==> config.mk <==
export PLATFORM = sky130hd
export DESIGN_NAME = sync_dp_mem
export DESIGN_NICKNAME = d
export VERILOG_FILES = /design/src/rtl/sync_mem_pkg.sv /design/src/rtl/mem_clear_ctrl.sv /design/src/rtl/sync_dp_mem.sv
export SDC_FILE = /design/constraint.sdc
export NUM_CORES = 1
export LEC_CHECK = 0
export CAP_MARGIN = 15
export CORE_MARGIN = 3
export CORE_UTILIZATION = 45
export DETAILED_ROUTE_END_ITERATION = 10
export PLACE_DENSITY = 0.69
export SLEW_MARGIN = 20
export SYNTH_ARGS = -nofsm -noshare
export SYNTH_HDL_FRONTEND = slang
export SYNTH_SLANG_ARGS = --single-unit
==> constraint.sdc <==
create_clock -name clk -period 2.4 [get_ports clk]
set_clock_uncertainty 0.15 [all_clocks]
set_input_delay 0.36 -clock clk [delete_from_list [all_inputs] [get_ports clk]]
set_output_delay 0.36 -clock clk [all_outputs]
set_load 0.01 [all_outputs]
==> src/rtl/sync_mem_pkg.sv <==
// Shared types and constants for the synchronous dual-port memory.
// No logic; imported by the controller and the memory top.
package sync_mem_pkg;

  typedef enum logic {CLEAR, READY} mem_state_t;

  localparam int RDW_OLD = 0;
  localparam int RDW_NEW = 1;

endpackage

==> src/rtl/mem_clear_ctrl.sv <==
// Post-reset array-clear sequencer: sweeps every address once, then stays READY.
// Latency: DEPTH edges of busy after reset release; requests are refused while busy.
import sync_mem_pkg::*;

module mem_clear_ctrl #(
  parameter int ADDR_WIDTH     = 4,
  parameter int CLEAR_ON_RESET = 1
) (
  input  logic                  clk,
  input  logic                  reset,
  output logic                  busy,
  output logic                  clearWrite,
  output logic [ADDR_WIDTH-1:0] clearAddress
);

  localparam logic [ADDR_WIDTH-1:0] LastAddr = '1;

  mem_state_t            state;
  mem_state_t            nextState;
  logic [ADDR_WIDTH-1:0] clrAddr;
  logic [ADDR_WIDTH-1:0] nextClrAddr;

  // Reset mid-sweep restarts from address 0, so no partial clear can survive.
  always_ff @(posedge clk or posedge reset) begin
    if (reset) begin
      state   <= (CLEAR_ON_RESET != 0) ? CLEAR : READY;
      clrAddr <= '0;
    end else begin
      state   <= nextState;
      clrAddr <= nextClrAddr;
    end
  end

  always_comb begin
    nextState   = state;
    nextClrAddr = clrAddr;
    if (state == CLEAR) begin
      if (clrAddr == LastAddr) begin
        nextState = READY;
      end else begin
        nextClrAddr = clrAddr + 1'b1;
      end
    end
  end

  assign busy         = (state == CLEAR);
  assign clearWrite   = (state == CLEAR);
  assign clearAddress = clrAddr;

endmodule

==> src/rtl/sync_dp_mem.sv <==
// Simple dual-port RAM, byte-lane writes, selectable read latency and read-during-write data.
// Latency: READ_LATENCY edges from read request to readData/readValid; busy refuses all requests.
import sync_mem_pkg::*;

module sync_dp_mem #(
  parameter int ADDR_WIDTH     = 4,
  parameter int DATA_WIDTH     = 8,
  parameter int READ_LATENCY   = 1,
  parameter int RDW_MODE       = 0,
  parameter int CLEAR_ON_RESET = 1
) (
  input  logic                    clk,
  input  logic                    reset,
  input  logic                    writeEnable,
  input  logic [ADDR_WIDTH-1:0]   writeAddress,
  input  logic [DATA_WIDTH-1:0]   writeData,
  input  logic [DATA_WIDTH/8-1:0] byteEnable,
  input  logic                    readEnable,
  input  logic [ADDR_WIDTH-1:0]   readAddress,
  output logic [DATA_WIDTH-1:0]   readData,
  output logic                    readValid,
  output logic                    busy
);

  localparam int DEPTH = 2 ** ADDR_WIDTH;
  localparam int LANES = DATA_WIDTH / 8;

  if (DATA_WIDTH % 8 != 0) begin : gBadWidth
    $error("sync_dp_mem: DATA_WIDTH must be a multiple of 8");
  end
  if (READ_LATENCY != 1 && READ_LATENCY != 2) begin : gBadLatency
    $error("sync_dp_mem: READ_LATENCY must be 1 or 2");
  end

  logic                  clearWrite;
  logic [ADDR_WIDTH-1:0] clearAddress;

  mem_clear_ctrl #(
    .ADDR_WIDTH    (ADDR_WIDTH),
    .CLEAR_ON_RESET(CLEAR_ON_RESET)
  ) uClearCtrl (
    .clk         (clk),
    .reset       (reset),
    .busy        (busy),
    .clearWrite  (clearWrite),
    .clearAddress(clearAddress)
  );

  logic acceptWrite;
  logic acceptRead;

  assign acceptWrite = ~busy & writeEnable;
  assign acceptRead  = ~busy & readEnable;

  logic                  memWrite;
  logic [ADDR_WIDTH-1:0] memWrAddr;
  logic [DATA_WIDTH-1:0] memWrData;
  logic [LANES-1:0]      memWrLanes;

  // The clear sweep borrows the single write port.
  always_comb begin
    memWrite   = acceptWrite;
    memWrAddr  = writeAddress;
    memWrData  = writeData;
    memWrLanes = byteEnable;
    if (clearWrite) begin
      memWrite   = 1'b1;
      memWrAddr  = clearAddress;
      memWrData  = '0;
      memWrLanes = '1;
    end
  end

  logic [DATA_WIDTH-1:0] mem [DEPTH];

  always_ff @(posedge clk) begin
    for (int i = 0; i < LANES; i++) begin
      if (memWrite && memWrLanes[i]) begin
        mem[memWrAddr][8*i +: 8] <= memWrData[8*i +: 8];
      end
    end
  end

  logic [DATA_WIDTH-1:0] storedWord;
  logic [DATA_WIDTH-1:0] readWord;

  assign storedWord = mem[readAddress];

  if (RDW_MODE == RDW_OLD) begin : gOldData
    assign readWord = storedWord;
  end else begin : gNewData
    always_comb begin
      readWord = storedWord;
      if (acceptWrite && (writeAddress == readAddress)) begin
        for (int i = 0; i < LANES; i++) begin
          if (byteEnable[i]) begin
            readWord[8*i +: 8] = writeData[8*i +: 8];
          end
        end
      end
    end
  end

  // Each stage only reloads on a valid slot, so idle cycles hold the last result.
  for (genvar s = 0; s < READ_LATENCY; s++) begin : gStage
    logic [DATA_WIDTH-1:0] data;
    logic                  valid;
    logic [DATA_WIDTH-1:0] dataIn;
    logic                  validIn;

    if (s == 0) begin : gHead
      assign dataIn  = readWord;
      assign validIn = acceptRead;
    end else begin : gTail
      assign dataIn  = gStage[s-1].data;
      assign validIn = gStage[s-1].valid;
    end

    always_ff @(posedge clk or posedge reset) begin
      if (reset) begin
        data  <= '0;
        valid <= 1'b0;
      end else begin
        valid <= validIn;
        if (validIn) begin
          data <= dataIn;
        end
      end
    end
  end

  assign readData  = gStage[READ_LATENCY-1].data;
  assign readValid = gStage[READ_LATENCY-1].valid;

endmodule

== After elaboration in Yosys (flattened, before gate mapping) ==
Memory sizes are Yosys's and may differ from the RTL's. A register that Yosys moved wholly into a read port is not among the register bits.
Index checks and enable logic that the tools add are counted.

* Register bits: 6
* RAM bits: 128
* Input bits: 21
* Output and inout port bits: 10
* Logic and storage cells: 20
* Memories: 1

* $add $sub $neg: 1
* Eq/ne operators: 1
* Multiplexer cells: 8
* Bitwise operators: 4
* Reductions and logical operators: 2

{| class="wikitable"
|+ Memories
! name !! depth !! width !! read ports !! clocked after memory_dff !! wr ports !! line !! RTL
|-
| mem || 16 || 8 || 1 || 1 || 1 || sync_dp_mem.sv:74 || <nowiki>logic [DATA_WIDTH-1:0] mem [DEPTH];</nowiki>
|}

{| class="wikitable"
|+ Operators with widths
! kind !! number
|-
| $mux 8 || 1
|-
| $mux 1 || 6
|-
| $add 4x1->4 const B || 1
|-
| $eq 4x4->1 const B || 1
|-
| $mux 4 || 1
|-
| $and 1x1->1 || 2
|-
| $not 1->1 || 2
|-
| $reduce_and 2->1 || 1
|-
| $logic_and 1x1->1 || 1
|}

== Longest topological paths before layout ==
Gate-level depths: netlist (run 1).

* Word-level depth: 5
* Gate-level depth with buffers: 6
* Mapped depth without buffers: 4

== Hierarchy ==
From an unflattened synthesis (run 1), not the netlist that was laid out.

* Cell total of the unflattened synthesis: 372
* Area total of the unflattened synthesis: 5793.1 sq um

{| class="wikitable"
|+ By module, submodules not included
! module !! instances !! cells an instance !! area each (sq um) !! seq. area each (sq um)
|-
| sync_dp_mem || 1 || 353 || 5550.3 || 4068.9
|-
| mem_clear_ctrl || 1 || 19 || 242.7 || 125.1
|}

== Worst setup path before layout (run 1) ==
OpenSTA, ideal clock, no wires.

* Path type: register to register
* Start: register uClearCtrl.state
* End: memory mem[1][0], enable pin
* Setup time: 370 ps
* Arrival time: 1365 ps
* Data required time: 1880 ps
* Setup slack: 514 ps
* Cell stages (with the launch flop): 5
* Path buffers: 2
* Clock period less this slack: 1886 ps
* Cell sequence: dfrtp_1 -> buf_2 -> buf_2 -> o32a_1 -> nor2_1

* Longest elaborated chain between the ends: 5
* Elaborated cells on any way between the ends: 7
* Classes of those cells: mux: 5; bitwise: 1; reduce/logical: 1

{| class="wikitable"
|+ Ends and longest elaborated chain
! what !! line !! RTL
|-
| from (decl) || mem_clear_ctrl.sv:18 || <nowiki>mem_state_t state;</nowiki>
|-
| from (signal assigned) || mem_clear_ctrl.sv:26 || <nowiki>state <= (CLEAR_ON_RESET != 0) ? CLEAR : READY;</nowiki>
|-
| from (signal assigned) || mem_clear_ctrl.sv:29 || <nowiki>state <= nextState;</nowiki>
|-
| $and 1x1->1 || sync_dp_mem.sv:52 || <nowiki>assign acceptWrite = ~busy & writeEnable;</nowiki>
|-
| $mux 1 || sync_dp_mem.sv:66 || <nowiki>if (clearWrite) begin</nowiki>
|-
| $logic_and 1x1->1 || sync_dp_mem.sv:78 || <nowiki>if (memWrite && memWrLanes[i]) begin</nowiki>
|-
| $mux 1 || sync_dp_mem.sv:78 ||
|-
| $mux 1 (not written as such) || sync_dp_mem.sv:79 || <nowiki>mem[memWrAddr][8*i +: 8] <= memWrData[8*i +: 8];</nowiki>
|-
| to (decl) || sync_dp_mem.sv:74 ||
|}

Several ways; a longest one is shown, not always the timed one.

== Final worst setup path (run 1) ==
* Start: register uClearCtrl.state
* End: output port busy

* Longest elaborated chain between the ends: 1

{| class="wikitable"
|+ Ends and longest elaborated chain
! what !! line !! RTL
|-
| $not 1->1 (no line) || -- ||
|-
| to (decl) || sync_dp_mem.sv:22 || <nowiki>output logic busy</nowiki>
|}

Every way passes these cells.

==> run summary, run 1 <==
reg2reg setup slack = 0.27 ns
# hold bufs at CTS = 0
area leader, netlist = edfxtp_1
GRT Util Overall = 17.8%
Synth Warn # = 0
Initial Util = 46.6%
GR Overflow Total = 0
unrepaired setup endpoints after global routing = false
DR vias/cell = 5.31
status = complete, no violations
R2R depth = 4
DR pass1 iterations = 5
GP Congestion = 0.845
Layout area overhead = 23.0%
routed wl met2 = 5.11 mm
total negative slack = 0 ns
reg2reg start = uClearCtrl.state
Finished Cell Area = 7000 um^2
DP Area = 6340 um^2
Die Footprint = 14000 um^2
layout cells sized above 1 = 15.8%
Pwr per Cell Area = 833 nW/um^2
fmax = 436 MHz
Post-Syn Nets = 383
Inst Count DP = 573
clk buf depth = 2
Hold WS = 0.171 ns
Yosys top cell area share = 67.5%
Top Metal Used = met4
synthesized instance count = 361
Routed Antenna Nets = 0
Die H = 119 um
fin crit period = 2.29 ns
DR iter-0 viols = 270
CTS tree = yes
final net count = 446
postcts setup bufs = 0
drt wl/cell = 19.3 um
R2R Path End = mem[3][0]
Mapped Area = 5700 um^2
Worst Setup End Kind = output port
CP Data Required Time = 1.89 ns
CP Class = reg -> out
endpoints failing hold = 0
Final Max Slew Viols = 0
Worst Setup Slack, final = 0.106 ns
Reg clk slew, reported paths = 0.06 ns
leakage power = 2.56 nW
# clock sinks = 142
Max-Slew Margin vs Limit = 43.4%
Power, Total = 5.83 mW
pre-CTS worst setup slack = 0.00358 ns
Via Count = 3213
leading post-synthesis cells by cell area = edfxtp_1 67%, mux2i_1 11%, dfrtp_1 6.1%
largest net degree at the start of global routing = 35
dpl hpwl = 7.51 mm
drc violations = 0
Clock Latency Late Sink = 0.41 ns
initial antenna violation count = 0
H-tree depth = 4
Worst Setup EP = busy
FP Rows = 40
register area share after synthesis = 73.6%
Syn Area/Cell = 15.8 um^2
final core occ = 57.4%
number of buffers created by CTS = 17
PostCTS Resize Cnt = 0
WL final = 11.7 mm
worst setup path start = uClearCtrl.state
Root Buffer = clkbuf_16
metal3 WL = 1.05 mm
core area = 12200 um^2
Yosys reg bits = 142
crit path max fanout = 15
first-pass GRT wire length = 18.5 mm
n_diodes = 0
Chip Width = 119 um
crit share post-route = 95.6%
vias in the first global route = 3295
IO buf count = 30
Synth cell types = 30
worst hold path type = in -> async
Max VDD drop = 0.488 mV
non-filler cells, final = 605
I/O pin cnt = 31
critical path data arrival time = 1.78 ns
Worst Tran Pin Value = 0.846 ns
final setup violation count = 0
Startpoint Class = flop
Max Cap Viol = 0
WL met1 = 5.10 mm
worst min path at each step:
stage | from | endpoint
floorplan | reset | readData[0]
global placement | readData[5] | readData[5]
detailed placement | readData[6] | readData[6]
CTS | reset | uClearCtrl.clearAddress[2]
global route | reset | readData[7]
finish | reset | uClearCtrl.clearAddress[1]
registers in the layout, indices dropped and copies added, names as in the netlist:
name	flops
mem	128
readData	8
readValid	1
uClearCtrl.clearAddress	4
uClearCtrl.state	1
critical path: stages, from the launching register on:
cell and delay, ns:
dfrtp_2 0.49, buf_4 0.19, inv_2 0.05, buf_4 0.12, clkdlybuf4s50_1 0.53
final cells by class:
type | instances | area, um^2
multi-input cells | 198 | 1380
clock inverters | 7 | 50.0
fillers | 955 | 5210
clock buffers | 25 | 614
flip-flops and latches | 142 | 4200
repair buffers | 59 | 528
well taps | 168 | 210
inverters | 6 | 22.5
synth_stat cells:
| cell | instances |
|---|---|
| a21oi_1 | 10 |
| a22oi_1 | 15 |
| a31oi_1 | 3 |
| and2_1 | 9 |
| and2b_1 | 2 |
| and3_1 | 1 |
| buf_2 | 8 |
| buf_4 | 6 |
| buf_6 | 1 |
| dfrtp_1 | 14 |
| edfxtp_1 | 128 |
| ha_1 | 1 |
| inv_1 | 4 |
| inv_2 | 2 |
| mux2_1 | 1 |
| mux2_2 | 1 |
| mux2i_1 | 62 |
| mux4_2 | 2 |
| nand2_1 | 37 |
| nand3_1 | 15 |
| nand4_1 | 10 |
| nand4b_1 | 1 |
| nor2_1 | 18 |
| nor2_2 | 1 |
| nor3_1 | 1 |
| nor3b_1 | 2 |
| o211ai_1 | 1 |
| o21ai_1 | 2 |
| o32a_1 | 1 |
| xnor2_1 | 2 |
cells in the final DEF, fill, tap and decap left out, drive strengths merged:
master         Yosys  final
nor2              19     19
nor3b              2      2
and3               1      1
mux4               2      2
nor3               1      1
o32a               1      1
xnor2              2      2
o211ai             1      1
nand4b             1      1
and2               9      9
mux2               2      2
nand2             37     37
a22oi             15     15
clkdlybuf4s50      0     29
buf               15     30
o21ai              2      2
clkbuf             0     25
inv                6      9
nand3             15     15
ha                 1      1
a31oi              3      3
edfxtp           128    128
and2b              2      2
mux2i             62     62
a21oi             10     10
clkinv             0      4
nand4             10     10
dfrtp             14     14
routing by layer:
metal	GRT usage (%)	vias to the layer above
met5	0	-
met2	25.5	151
li1	-	1505
met4	9.70	0
met3	4.74	33
met1	24.8	1524
logic make-up (layout without fill, tap and decap cells):
family / count (synthesis) / count (layout) / share of synthesized area (%)
AO/OA/AOI/OAI: 32 / 32 / 3.67
XOR/XNOR: 2 / 2 / 0.308
adder cells (fa/ha/maj): 1 / 1 / 0.220
buffers and inverters: 21 / 97 / 2.09
flip-flops: 142 / 142 / 73.6
multiplexers: 66 / 66 / 12.1
AND/OR/NAND/NOR: 97 / 97 / 8.02
report_power, final:
group          internal (mW)  switching [mW]  leakage (nW)
clock network           1.79           0.985         0.333
logic                  0.143           0.182         0.923
registers               2.72          0.0114          1.30
total                   4.66            1.18          2.56
No activity file was read; power rests on OpenSTA's default activity.
==> inputs of run 2 (changes only) <==
DONT_BUFFER_PORTS = 1   (was unset)
PLACE_DENSITY = 0.66   (was 0.69)
==> run summary, run 2 (synthesized netlist as in run 1, its figures left out) <==
met1 usage = 21.8% (was 24.8%)
CP Cell Sequence = inv_2, nor3b_1, a31oi_1, nor2_1 (was buf_4, inv_2, buf_4, clkdlybuf4s50_1)
# hold bufs at CTS = 1 (was 0)
Initial Util = 46.6% (unchanged)
final net count = 402 (was 446)
R2R depth = 4 (unchanged)
initial antenna violation count = 0 (unchanged)
clk buf depth = 2 (unchanged)
Critical Path Stages = 4 (unchanged)
reg2reg setup slack = 0.19 ns (was 0.27 ns)
Root Buffer = clkbuf_16 (unchanged)
worst hold path type = in -> reg (was in -> async)
Hold Crit Start = readAddress[0]
CP max-delay cell = nor2_1 (was clkdlybuf4s50_1)
CP Class = reg -> reg (was reg -> out)
Layout area overhead = 14.1% (was 23.0%)
Worst Path Buf+Inv = 1 (was 4)
GRT Util Overall = 17.9% (was 17.8%)
vias in the first global route = 3144 (was 3295)
GR Util met3 = 5.50% (was 4.74%)
final setup violation count = 0 (unchanged)
fin crit period = 2.21 ns (was 2.29 ns)
Max-Slew Margin vs Limit = 45.7% (was 43.4%)
Via Count = 3051 (was 3213)
commonest cells after routing, fill and taps aside = 128 x edfxtp_1, 62 x mux2i_1, 37 x nand2_1 (unchanged)
R2R Path End = mem[10][0] (was mem[3][0])
first-pass GRT wire length = 18.2 mm (was 18.5 mm)
Reg clk slew, reported paths = 0.06 ns (about the same)
leakage power = 2.32 nW (was 2.56 nW)
endpoints failing hold = 0 (unchanged)
Worst Setup End Kind = flop (was output port)
Max VDD drop = 0.600 mV (was 0.488 mV)
n_diodes = 0 (unchanged)
DR vias/cell = 5.44 (was 5.31)
Die H = 119 um (unchanged)
# clock sinks = 142 (unchanged)
Final Max Slew Viols = 0 (unchanged)
IO buf count = 0 (was 30)
crit path max fanout = 13 (was 15)
GR peak layer = met2 (unchanged)
largest net degree at the start of global routing = 63 (was 35)
Die Footprint = 14000 um^2 (unchanged)
Worst Tran Pin Value = 0.812 ns (was 0.846 ns)
H-tree depth = 4 (unchanged)
Top delay family on crit path = simple AND/OR/NAND/NOR gates (was buffers and inverters)
FP Rows = 40 (unchanged)
commonest non-fill, non-tap cell in the layout = edfxtp_1 (unchanged)
status = complete, no violations (unchanged)
total negative slack = 0 ns (unchanged)
Clock Latency Late Sink = 0.42 ns (was 0.41 ns)
Startpoint Class = flop (unchanged)
Pwr per Cell Area = 840 nW/um^2 (was 833 nW/um^2)
postcts setup bufs = 0 (unchanged)
GP Congestion = 0.782 (was 0.845)
reg2reg start = uClearCtrl.state (unchanged)
non-filler cells, final = 561 (was 605)
Chip Width = 119 um (unchanged)
fmax = 453 MHz (was 436 MHz)
WL final = 11.9 mm (was 11.7 mm)
DR iter-0 viols = 251 (was 270)
Routed Antenna Nets = 0 (unchanged)
PostCTS Resize Cnt = 0 (unchanged)
Power, Total = 5.46 mW (was 5.83 mW)
worst hold endpoint = readData[3]
CTS tree = yes (unchanged)
number of buffers created by CTS = 17 (unchanged)
max reg flops = 128 (unchanged)
unrepaired setup endpoints after global routing = false (unchanged)
CP Data Required Time = 2.29 ns (was 1.89 ns)
GR Overflow Total = 0 (unchanged)
dpl hpwl = 7.77 mm (was 7.51 mm)
Max Cap Viol = 0 (unchanged)
critical path data arrival time = 2.10 ns (was 1.78 ns)
drc violations = 0 (unchanged)
Inst Count DP = 528 (was 573)
DR pass1 iterations = 4 (was 5)
layout cells sized above 1 = 12.2% (was 15.8%)
I/O pin cnt = 31 (unchanged)
Top reg by flops = mem (unchanged)
crit share post-route = 92.0% (was 95.6%)
core area = 12200 um^2 (unchanged)
Global Route met2 Usage = 29.6% (was 25.5%)
Hold Crit Depth = 2
CP peak stage delay = 0.61 ns (was 0.53 ns)
drt wl/cell = 21.3 um (was 19.3 um)
[run 2: cell count changes in the layout (fill, tap and decap cells not counted), sizes merged]
cell           previous run  this run
buf                      30        14
bufinv                    0         2
clkdlybuf4s50            29         0
inv                       9         6
clkbuf                   25        24
dlygate4sd3               0         1
clkinv                    4         6
[run 2: where the power goes]
group          internal (mW)  switching, mW
registers               2.72         0.0244
logic                 0.0781          0.128
clock network           1.60          0.904
[run 2: final cells by class]
| type | instances | area [um^2] |
|---|---|---|
| clock buffer | 24 | 482 |
| sequential | 142 | 4190 |
| timing repair buffer | 15 | 115 |
| inverter | 6 | 22.5 |
| fill | 999 | 5710 |
| clock inverter | 8 | 90.1 |
| tap | 168 | 210 |
| multi-input combinational | 198 | 1380 |
[run 2: metal layers]
metal,routed length (um),vias to the layer above
li1,-,1415
met1,4750,1523
met2,6220,93
met3,681,20
met4,289,0
met5,0,-
[run 2: per-stage QoR]
stage / util [%] / setup slack [ns] / cell area, um^2 / hold WS (ns)
3_5_place_dp: 48.4 / 0.208 / 5920 / 0.227
5_1_grt: 53.2 / 0.0251 / 6500 / 0.0249
6_report: 53.2 / 0.192 / 6500 / 0.0319
4_1_cts: 53.2 / 0.190 / 6500 / 0.00554
2_1_floorplan: - / 0.514 / 5700 / 0.0992
3_3_place_gp: 48.4 / 0.269 / 5920 / 0.216
[run 2: how the worst max path moves through the flow]
| stage | startpoint | endpoint | slack [ns] |
|---|---|---|---|
| after floorplan | uClearCtrl.state | mem[1][0] | 0.51 |
| after global placement | uClearCtrl.state | mem[2][6] | 0.27 |
| after detailed placement | uClearCtrl.state | mem[15][3] | 0.21 |
| after CTS | uClearCtrl.state | mem[10][0] | 0.19 |
| after global routing | uClearCtrl.state | mem[10][0] | 0.03 |
| final | uClearCtrl.state | mem[10][0] | 0.19 |
